<file path="config.mk">
export PLATFORM = sky130hd
export DESIGN_NAME = idli_fetch_m
export DESIGN_NICKNAME = d
export VERILOG_FILES = /design/src/rtl/idli_pkg.sv /design/src/rtl/idli_fetch_m.sv
export SDC_FILE = /design/constraint.sdc
export NUM_CORES = 1
export LEC_CHECK = 0
export ABC_AREA = 1
export CAP_MARGIN = 20
export CORE_AREA = 2 2 63 79
export CTS_BUF_LIST = sky130_fd_sc_hd__clkbuf_16
export CTS_CLUSTER_SIZE = 14
export DETAILED_ROUTE_END_ITERATION = 10
export DIE_AREA = 0 0 65 81
export GPL_TIMING_DRIVEN = 0
export PLACE_DENSITY = 0.74
export SYNTH_ARGS = -nofsm -noshare
export SYNTH_HDL_FRONTEND = slang
export SYNTH_SLANG_ARGS = --single-unit
</file>
<file path="constraint.sdc">
create_clock -name i_fe_gck -period 1.4 [get_ports i_fe_gck]
set_input_delay 0.28 -clock i_fe_gck [delete_from_list [all_inputs] [get_ports i_fe_gck]]
set_output_delay 0.28 -clock i_fe_gck [all_outputs]
set_load 0.01 [all_outputs]
</file>
<file path="src/rtl/idli_pkg.sv">
// Shared types and constants for the idli core front-end.
// The fetch unit speaks SQI (4-bit serial) to an external SRAM in sequential-read mode.
package idli_pkg;

    typedef logic [3:0] slice_t;
    typedef logic [1:0] ctr_t;

    typedef enum logic [2:0] {
        FS_DESEL,
        FS_CMD,
        FS_ADDR,
        FS_DUMMY,
        FS_DATA
    } fetch_state_t;

    localparam logic [7:0]  SQI_CMD_READ = 8'h03;
    localparam int unsigned CMD_SLICES   = 2;
    localparam int unsigned ADDR_SLICES  = 6;
    localparam int unsigned DUMMY_SLICES = 2;

endpackage

</file>
<file path="src/rtl/idli_fetch_m.sv">
// Instruction fetch front-end: runs an SQI sequential read from pc and streams
// the returned nibbles to decode as (enc, ctr, pc), restarting on redirect.
module idli_fetch_m
    import idli_pkg::*;
(
    input  logic        i_fe_gck,
    input  logic        i_fe_rst_n,
    input  logic        i_fe_redirect,
    input  logic [15:0] i_fe_redirect_pc,
    input  logic        i_fe_stall,
    output logic        o_fe_sqi_cs_n,
    output logic        o_fe_sqi_sck_en,
    output logic [3:0]  o_fe_sqi_sio_out,
    output logic        o_fe_sqi_sio_oe,
    input  logic [3:0]  i_fe_sqi_sio_in,
    output slice_t      o_fe_enc,
    output logic        o_fe_enc_vld,
    output ctr_t        o_fe_ctr,
    output logic [15:0] o_fe_pc
);

    localparam logic [2:0] CMD_LAST   = 3'(CMD_SLICES - 1);
    localparam logic [2:0] ADDR_LAST  = 3'(ADDR_SLICES - 1);
    localparam logic [2:0] DUMMY_LAST = 3'(DUMMY_SLICES - 1);

    fetch_state_t state, state_nxt;
    logic [2:0]   cyc;
    logic [15:0]  pc;
    ctr_t         ctr;
    slice_t       enc;
    logic         enc_vld;
    logic         capture;
    logic [23:0]  byte_addr;
    logic [3:0]   addr_nib;
    logic         cs_n, sck_en, sio_oe;
    logic [3:0]   sio_out;

    always_ff @(posedge i_fe_gck or negedge i_fe_rst_n) begin
        if (!i_fe_rst_n) begin
            state <= FS_DESEL;
            cyc   <= '0;
        end else begin
            state <= state_nxt;
            cyc   <= (state_nxt != state) ? '0 : cyc + 3'd1;
        end
    end

    always_comb begin
        state_nxt = state;
        unique case (state)
            FS_DESEL: state_nxt = FS_CMD;
            FS_CMD:   if (cyc == CMD_LAST)   state_nxt = FS_ADDR;
            FS_ADDR:  if (cyc == ADDR_LAST)  state_nxt = FS_DUMMY;
            FS_DUMMY: if (cyc == DUMMY_LAST) state_nxt = FS_DATA;
            FS_DATA:  state_nxt = FS_DATA;
            default:  state_nxt = FS_DESEL;
        endcase
        if (i_fe_redirect) state_nxt = FS_DESEL;
    end

    // pc cannot move between CMD entry and the first data slice (only a
    // redirect changes it, and that restarts in DESEL), so it doubles as the
    // latched transaction address.
    assign byte_addr = {7'b0, pc, 1'b0};

    always_comb begin
        addr_nib = '0;
        case (cyc)
            3'd0:    addr_nib = byte_addr[23:20];
            3'd1:    addr_nib = byte_addr[19:16];
            3'd2:    addr_nib = byte_addr[15:12];
            3'd3:    addr_nib = byte_addr[11:8];
            3'd4:    addr_nib = byte_addr[7:4];
            3'd5:    addr_nib = byte_addr[3:0];
            default: addr_nib = '0;
        endcase
    end

    always_comb begin
        cs_n    = 1'b1;
        sck_en  = 1'b0;
        sio_oe  = 1'b0;
        sio_out = '0;
        case (state)
            FS_CMD: begin
                cs_n    = 1'b0;
                sck_en  = 1'b1;
                sio_oe  = 1'b1;
                sio_out = (cyc == 3'd0) ? SQI_CMD_READ[7:4] : SQI_CMD_READ[3:0];
            end
            FS_ADDR: begin
                cs_n    = 1'b0;
                sck_en  = 1'b1;
                sio_oe  = 1'b1;
                sio_out = addr_nib;
            end
            FS_DUMMY: begin
                cs_n   = 1'b0;
                sck_en = 1'b1;
            end
            FS_DATA: begin
                cs_n   = 1'b0;
                sck_en = !i_fe_stall;
            end
            default: ;
        endcase
    end

    assign capture = (state == FS_DATA) && !i_fe_stall;

    // ctr/pc name the slice on o_fe_enc; they step once that slice has been shown.
    always_ff @(posedge i_fe_gck or negedge i_fe_rst_n) begin
        if (!i_fe_rst_n) begin
            pc      <= '0;
            ctr     <= '0;
            enc     <= '0;
            enc_vld <= 1'b0;
        end else if (i_fe_redirect) begin
            pc      <= i_fe_redirect_pc;
            ctr     <= '0;
            enc_vld <= 1'b0;
        end else begin
            enc_vld <= capture;
            if (capture) enc <= i_fe_sqi_sio_in;
            if (enc_vld) begin
                ctr <= ctr + 2'd1;
                if (ctr == 2'd3) pc <= pc + 16'd1;
            end
        end
    end

    assign o_fe_sqi_cs_n    = cs_n;
    assign o_fe_sqi_sck_en  = sck_en;
    assign o_fe_sqi_sio_out = sio_out;
    assign o_fe_sqi_sio_oe  = sio_oe;
    assign o_fe_enc         = enc;
    assign o_fe_enc_vld     = enc_vld;
    assign o_fe_ctr         = ctr;
    assign o_fe_pc          = pc;

endmodule
</file>
-- After elaboration in Yosys (flattened, before gate mapping)
Index checks and enable logic that the tools add are counted.
- bits in registers: 29
- bits of input ports: 24
- output and inout bits: 30
- logic and storage cells: 50
- add/subtract/negate cells: 3
- equal/unequal tests: 11
- mux-type cells: 18
- bitwise logic cells: 1
- reduce and logical (&&, ||, !) cells: 11
- operators with widths (cell ; count):
    $mux W16 ; 3
    $pmux W4 S5 ; 1
    $add A16 B1 Y16 const B ; 1
    $mux W3 ; 5
    $pmux W3 S5 ; 1
    $eq A3 B2 Y1 const B ; 4
    $eq A3 B3 Y1 const B ; 3
    $pmux W4 S2 ; 1
    $eq A3 B1 Y1 const B ; 2
    $logic_not A3 Y1 ; 2
    $mux W2 ; 3
    $reduce_and A2 Y1 ; 2
    $reduce_bool A2 Y1 ; 2
    $reduce_or A4 Y1 ; 1
    $add A3 B1 Y3 const B ; 1
    $mux W1 ; 3
    $ne A3 B3 Y1 ; 1
    $reduce_or A3 Y1 ; 1
    $add A2 B1 Y2 const B ; 1
    $eq A2 B2 Y1 const B ; 1
    $pmux W1 S2 ; 1
    $reduce_or A2 Y1 ; 1
    $logic_and A1 B1 Y1 ; 1
    $logic_not A1 Y1 ; 1
    $not A1 Y1 ; 1

-- Logic depth before layout (Yosys ltp)
Gate-level depths: netlist of the first run.
- depth in word-level cells: 6
- gate-level depth with buffers: 12
- mapped depth without buffers: 12

-- Worst setup path before layout of the first run
Ideal clock, no wire load.
- kind: register to output
- start: reg state[2]
- end: out o_fe_sqi_sck_en
- data arrival time: 1.269 ns
- data required time: 1.120 ns
- setup slack: -0.149 ns
- stages on the path, launching flop included: 6
- path buffers: 0
- cells stage by stage: dfrtp_1 inv_2 nand2_1 o21ai_1 nor3_1 a31oi_1
- cells in the longest elaborated chain, start to end: 3
- elaborated cells between the ends (all ways): 6
- RTL lines (what ; RTL line ; text):
    from (decl) ; idli_fetch_m.sv:26 ; fetch_state_t state, state_nxt;
    from (signal assigned) ; idli_fetch_m.sv:43 ; state <= state_nxt;
    $eq A3 B2 Y1 / $eq A3 B1 Y1 (equally long branches) ; idli_fetch_m.sv:84 ; case (state)
    $reduce_or A3 Y1 (no source line) ; -- ;
    $pmux W1 S2 (*) ; idli_fetch_m.sv:84 ;
    to (decl) ; idli_fetch_m.sv:12 ; output logic o_fe_sqi_sck_en,
Every way passes the cells marked *; elsewhere a longest branch is shown, timed or not.

-- Worst setup path after layout of the first run
- start: reg cyc[0]
- end: out o_fe_sqi_sio_out[2]
- cells in the longest elaborated chain, start to end: 3
- elaborated cells between the ends (all ways): 7
- RTL lines (what ; RTL line ; text):
    from (decl) ; idli_fetch_m.sv:27 ; logic [2:0] cyc;
    from (signal assigned) ; idli_fetch_m.sv:44 ; cyc <= (state_nxt != state) ? '0 : cyc + 3'd1;
    $eq A3 B3 Y1, or another cell as far along ; idli_fetch_m.sv:68 ; case (cyc)
    $pmux W4 S5 (*) ; idli_fetch_m.sv:68 ;
    $pmux W4 S2 (*) ; idli_fetch_m.sv:84 ;
    to (decl) ; idli_fetch_m.sv:13 ; output logic [3:0] o_fe_sqi_sio_out,
Marked as above.

==> results of run 1 <==
-- path summary, 6_finish.rpt --
| check | endpoint | slack, ns | startpoint |
|---|---|---|---|
| hold reg to reg | o_fe_enc[0] | 0.51 | o_fe_enc[0] |
| hold / removal | o_fe_pc[5] | 0.38 | i_fe_rst_n |
| setup / recovery | o_fe_sqi_sio_out[2] | -0.53 | cyc[0] |
| min in group i_fe_gck | o_fe_pc[1] | 0.41 | i_fe_redirect |
| setup reg to reg | cyc[0] | -0.26 | state[0] |
| max in group asynchronous | state[2] | 0.49 | i_fe_rst_n |
-- metrics by stage --
| stage | setup TNS (ns) | setup slack [ns] | cells | utilization (%) |
|---|---|---|---|---|
| global route | -6.65 | -0.582 | 416 | 75.1 |
| global placement | -21.20 | -0.639 | 359 | 55.2 |
| CTS | -3.88 | -0.539 | 400 | 69.0 |
| detailed placement | -7.23 | -0.675 | 360 | 55.8 |
| finish | -5.10 | -0.526 | 416 | 75.1 |
| floorplan | -0.0654 | -0.0482 | 247 | - |
-- power breakdown --
group | switching (W) | internal (W)
Sequential | 0.000167 | 0.000941
Clock | 0.000382 | 0.000825
Combinational | 0.000955 | 0.000919
Total | 0.00150 | 0.00268
-- cell type report --
cell class / instances / share of cell area, %
Buffer: 6 / 1.23
Clock buffer: 5 / 3.63
Clock inverter: 3 / 1.09
Inverter: 37 / 4.25
Multi-Input combinational cell: 175 / 40.4
Sequential cell: 29 / 21.4
Tap cell: 60 / 2.18
Timing Repair Buffer: 101 / 25.9
-- repair_timing --
| item | in CTS | in global routing |
|---|---|---|
| cloned | 1 | 0 |
| pin swaps | 22 | 24 |
| endpoints found under the setup margin | 51 | 30 |
| resized for setup | 116 | 43 |
| buffers inserted | 31 | 18 |
-- critical path, stage by stage, from the launching register on --
cell and delay [ns]:
dfrtp_2 0.46, inv_2 0.10, ha_4 0.17, nand2_8 0.08, o22ai_4 0.20, a221oi_2 0.05, nor2_1 0.15, buf_2 0.16
-- cells by family after synthesis --
kind of cell | count (synthesis) | synth area share (%)
compound gates | 43 | 14.1
xor+xnor | 5 | 2.33
fa+ha+maj | 7 | 4.67
buf+inv | 43 | 9.20
flops | 29 | 38.7
mux | 4 | 3.20
simple gates | 116 | 27.8
-- synth_stat cells, types with 2 or more instances --
cell type | number | area share, %
dfrtp_1 | 29 | 39
xnor2_1 | 2 | 0.93
nand3_2 | 2 | 1.1
a31oi_1 | 3 | 1.0
inv_1 | 28 | 5.6
mux2_4 | 4 | 3.2
o22ai_1 | 5 | 1.7
nand4_1 | 5 | 1.7
nand3_1 | 13 | 3.5
o221ai_1 | 4 | 1.9
o211ai_1 | 4 | 1.6
o21ai_1 | 5 | 1.3
nor2_2 | 4 | 1.3
xor2_1 | 3 | 1.4
ha_1 | 7 | 4.7
inv_2 | 9 | 1.8
a21oi_1 | 4 | 1.1
a211oi_1 | 2 | 0.80
nor2_1 | 23 | 4.6
clkbuf_1 | 2 | 0.40
buf_2 | 3 | 0.80
nor3_1 | 2 | 0.53
nand2_1 | 62 | 12
o21ai_0 | 13 | 3.5
-- per-layer routing --
metal	vias to the layer above	part of all wire (%)	track usage (%)
li1	1034	-	-
met1	1089	36	25.7
met2	111	54	47.0
met3	29	5.9	3.60
met4	0	3.8	15.1
met5	-	0	0
-- registers in the layout, summed over array words and instances, names as in the netlist --
signal and cells:
o_fe_pc 16, cyc 3, state 3, o_fe_enc 4, o_fe_ctr 2, o_fe_enc_vld 1
==> flow_summary.toml, run 1 <==
[outcome]
status = "finished, violations left"
violations = "setup timing"

[sta]
finalCritPeriodShare_pct = 138
worst_clock_skew_ns = 0.00851
finalHoldViolCount = 0
fin_crit_ns = 1.93
fin_hold_ws_ns = 0.379
setup_slack_ns = -0.526
setup_violations = 23
slew_headroom_pct = 59.9
drv_slew = 0
worst_pin_slew_ns = 0.600
fmax_ghz = 0.519
rsz0062_at_grt = "yes"

[layout]
multi_input_area_mm2 = 0.00139
nets = 386
register_area_um2 = 737
layout_common_cells = "52 x nand2_1, 36 x buf_4, 23 x inv_1"
antenna_cells = 0
layout_commonest_cell = "nand2_1"
syn_to_final_growth_pct = 83.6
num-fill-cells = 291
drive_gt1_share_pct = 43.3
fin_area_mm2 = 0.00345

[clock_tree]
clk_pin_slew_ns = 0.06
postCtsHoldBufs = 0
h-tree-depth = 2
cts_max_path_buffers = 2
clk_latency_ns = 0.28
cts_sinks = 29
cts_tree = "yes"
cts-root-buf = "clkbuf_16"
cts_made_buffers = 5

[placement]
place_area_mm2 = 0.00256
numPortBuffers = 52
dp_hpwl_um = 3810
place_congestion = 0.901

[worst_setup_path]
start_kind = "flip-flop"
cp.required_ns = 1.12
reg2regPathDepth = 12
cp-end-kind = "primary output"
crit_path_max_fanout = 4
crit_type = "flip-flop to primary output"
arrival_ns = 1.65

[route]
via_count = 2263
firstDrtPassIters = 4
drtAntennaViolNets = 0
wl_um = 7010
wl_per_cell_um = 16.9
drcViolationCount = 0
drt-initial-drc-count = 150
vias_per_cell = 5.44

[floorplanning]
initial_utilization_pct = 40.9
rows = 28
pin_count = 54
die_w_um = 65
die_area_mm2 = 0.00527
die_h_um = 81
fp.coreArea_mm2 = 0.00459

[synthesis]
netlist_area_mm2 = 0.00188
async_flop_share_pct = 100
ys_seq_area_share_pct = 38.7
synth_top_flop_cell = "dfrtp_1"
postSynthNetCount = 278
ys_warn_count = 0
synthCells = 247
synth_edf_count = 0
synth_cell_type_count = 33
synth-seq-cells = 29
syn_area_per_cell_um2 = 7.60

[power]
power_w = 0.00419
ir_drop_uv = 1050
p_per_area_mw_per_mm2 = 1220
p_leak_nw = 1.65

[global_routing]
grt_pass1_vias = 2174
globalRoute.totalOverflow = 0
grt_max_degree = 21
antenna_found_initial = 0
grt_use_total_pct = 24.9
grt_pass1_wl_um = 9940

[job]
cap_violations = 0

[worst_hold_path]
hold_path.class = "input pin to async pin"
Note: power is estimated with default switching activity, not from simulation.
==> run 2: changes to the inputs <==
--- a/config.mk
+++ b/config.mk
@@ -6,6 +6,7 @@
 export NUM_CORES = 1
 export LEC_CHECK = 0
 export ABC_AREA = 1
+export ABC_CLOCK_PERIOD_IN_PS = 1400
 export CAP_MARGIN = 20
 export CORE_AREA = 2 2 63 79
 export CTS_BUF_LIST = sky130_fd_sc_hd__clkbuf_16
==> results of run 2 <==
The final DEF is identical to that of run 1; final timing and power are the same.
==> run 3: changes to the inputs <==
--- a/config.mk
+++ b/config.mk
@@ -7,12 +7,13 @@
 export LEC_CHECK = 0
 export ABC_AREA = 1
 export ABC_CLOCK_PERIOD_IN_PS = 1400
-export CAP_MARGIN = 20
+export CAP_MARGIN = 30
 export CORE_AREA = 2 2 63 79
 export CTS_BUF_LIST = sky130_fd_sc_hd__clkbuf_16
 export CTS_CLUSTER_SIZE = 14
 export DETAILED_ROUTE_END_ITERATION = 10
 export DIE_AREA = 0 0 65 81
+export GPL_ROUTABILITY_DRIVEN = 0
 export GPL_TIMING_DRIVEN = 0
 export PLACE_DENSITY = 0.74
 export SYNTH_ARGS = -nofsm -noshare
==> flow_summary.toml, run 3 (synthesis results as in run 1) <==
[sta]
setup_slack_ns = -0.481
worst_clock_skew_ns = 0.00677
rsz0062_at_grt = "yes"
setup_violations = 20
fin_crit_ns = 1.88
worst_pin_slew_ns = 0.574
drv_slew = 0
fmax_ghz = 0.532
finalCritPeriodShare_pct = 134
slew_headroom_pct = 61.6
finalHoldViolCount = 0

[layout]
layout_common_cells = "52 x nand2_1, 29 x buf_4, 24 x inv_1"
final_core_util_pct = 71.0
layout_commonest_cell = "nand2_1"
antenna_cells = 0
largest_reg_flops = 16
nets = 375
drive_gt1_share_pct = 38.8
syn_to_final_growth_pct = 73.7

[clock_tree]
cts_max_path_buffers = 2
cts_made_buffers = 5
clk_pin_slew_ns = 0.05
cts_tree = "yes"
clk_latency_ns = 0.27
postCtsHoldBufs = 0
cts_sinks = 29
h-tree-depth = 2
cts-root-buf = "clkbuf_16"

[power]
p_leak_nw = 1.57
ir_drop_uv = 846
p_per_area_mw_per_mm2 = 1120

[outcome]
violations = "setup timing"
status = "finished, violations left"

[floorplanning]
initial_utilization_pct = 40.9
die_h_um = 81
rows = 28
die_w_um = 65
pin_count = 54
fp.coreArea_mm2 = 0.00459
die_area_mm2 = 0.00527

[route]
drtAntennaViolNets = 0
wl_um = 6690
vias_per_cell = 5.58
drt-initial-drc-count = 224
drcViolationCount = 0
firstDrtPassIters = 5
wl_per_cell_um = 16.5
via_count = 2261

[worst_setup_path]
cpMaxStageDelayCell = "dfrtp_2"
cp.required_ns = 1.12
start_kind = "flip-flop"
cpPeakStageDelay_ns = 0.44
arrival_ns = 1.60
cp-end-kind = "primary output"
crit_chain = "ha_2 > ha_4 > nand2_1 > o221ai_2 > a21oi_2 > o21ai_2 > buf_2"
crit_path_max_fanout = 4
crit_type = "flip-flop to primary output"

[placement]
post-place-ws_ns = -0.648
dp_hpwl_um = 3730
numPortBuffers = 52

[global_routing]
antenna_found_initial = 0
grt_pass1_wl_um = 9560
globalRoute.totalOverflow = 0
grt_max_degree = 21
grt_pass1_vias = 2124
grt_use_total_pct = 23.6

[worst_hold_path]
hold_path.class = "input pin to async pin"

[job]
cap_violations = 0
==> run 3: cell types whose count changed in the layout (fill, tap and decap cells not counted), sizes merged <==
cell / delta
bufinv: -1
inv: +1
dlygate4sd2: +1
clkbuf: -1
buf: -11
==> run 3: area by class of cell <==
cell class | instances | area [um^2]
Fill cell | 322 | 1330
Multi-Input combinational cell | 175 | 1320
Timing Repair Buffer | 90 | 793
Sequential cell | 29 | 737
Inverter | 37 | 149
Clock buffer | 5 | 125
Tap cell | 60 | 75.1
Buffer | 6 | 46.3
Clock inverter | 3 | 11.3
==> run 3: critical path, delay by kind of cell, from the launching register on <==
kind                       cells  cell delay [ns]
DFF                            1             0.44
adders and majority gates      2             0.39
AOI/OAI and AO/OA              3             0.28
buffers and inverters          1             0.14
and+or+nand+nor                1             0.08
==> run 3: report_power, final <==
group / internal, W / switching [W]
Combinational: 0.000720 / 0.000867
Sequential: 0.000941 / 0.000143
Clock: 0.000637 / 0.000352
==> run 3: worst paths after layout <==
kind | startpoint | to | slack, ns | cells after the start
setup / recovery | cyc[0] | o_fe_sqi_sio_out[0] | -0.48 | 7
hold / removal | i_fe_rst_n | o_fe_pc[5] | 0.38 | 1
setup reg to reg | cyc[1] | cyc[0] | -0.26 | 12
hold reg to reg | o_fe_enc[0] | o_fe_enc[0] | 0.51 | 1
max in group asynchronous | i_fe_rst_n | cyc[0] | 0.50 | 2
min in group i_fe_gck | i_fe_redirect | o_fe_pc[1] | 0.41 | 3
==> run 3: per-stage QoR <==
stage	TNS (ns)	total power, W	std cells	cell area (um^2)	hold slack [ns]
floorplan	-0.0654	0.00172	247	1940	-0.0156
global placement	-20.98	0.00216	359	2530	0.479
detailed placement	-7.12	0.00219	360	2560	0.498
CTS	-4.15	0.00339	395	3030	0.386
global route	-5.44	0.00386	405	3260	0.410
finish	-3.98	0.00366	405	3260	0.376
==> run 3: per-layer routing <==
layer	track usage (%)	wire, um
met2	43.1	3500
met4	11.5	315
met5	0	0
met1	25.9	2430
met3	4.57	441
==> run 3: what timing repair did <==
| action | CTS | global route |
|---|---|---|
| setup endpoints to repair | 51 | 30 |
| setup buffers | 27 | 11 |
| pin swaps | 16 | 21 |
| resized for setup | 101 | 40 |
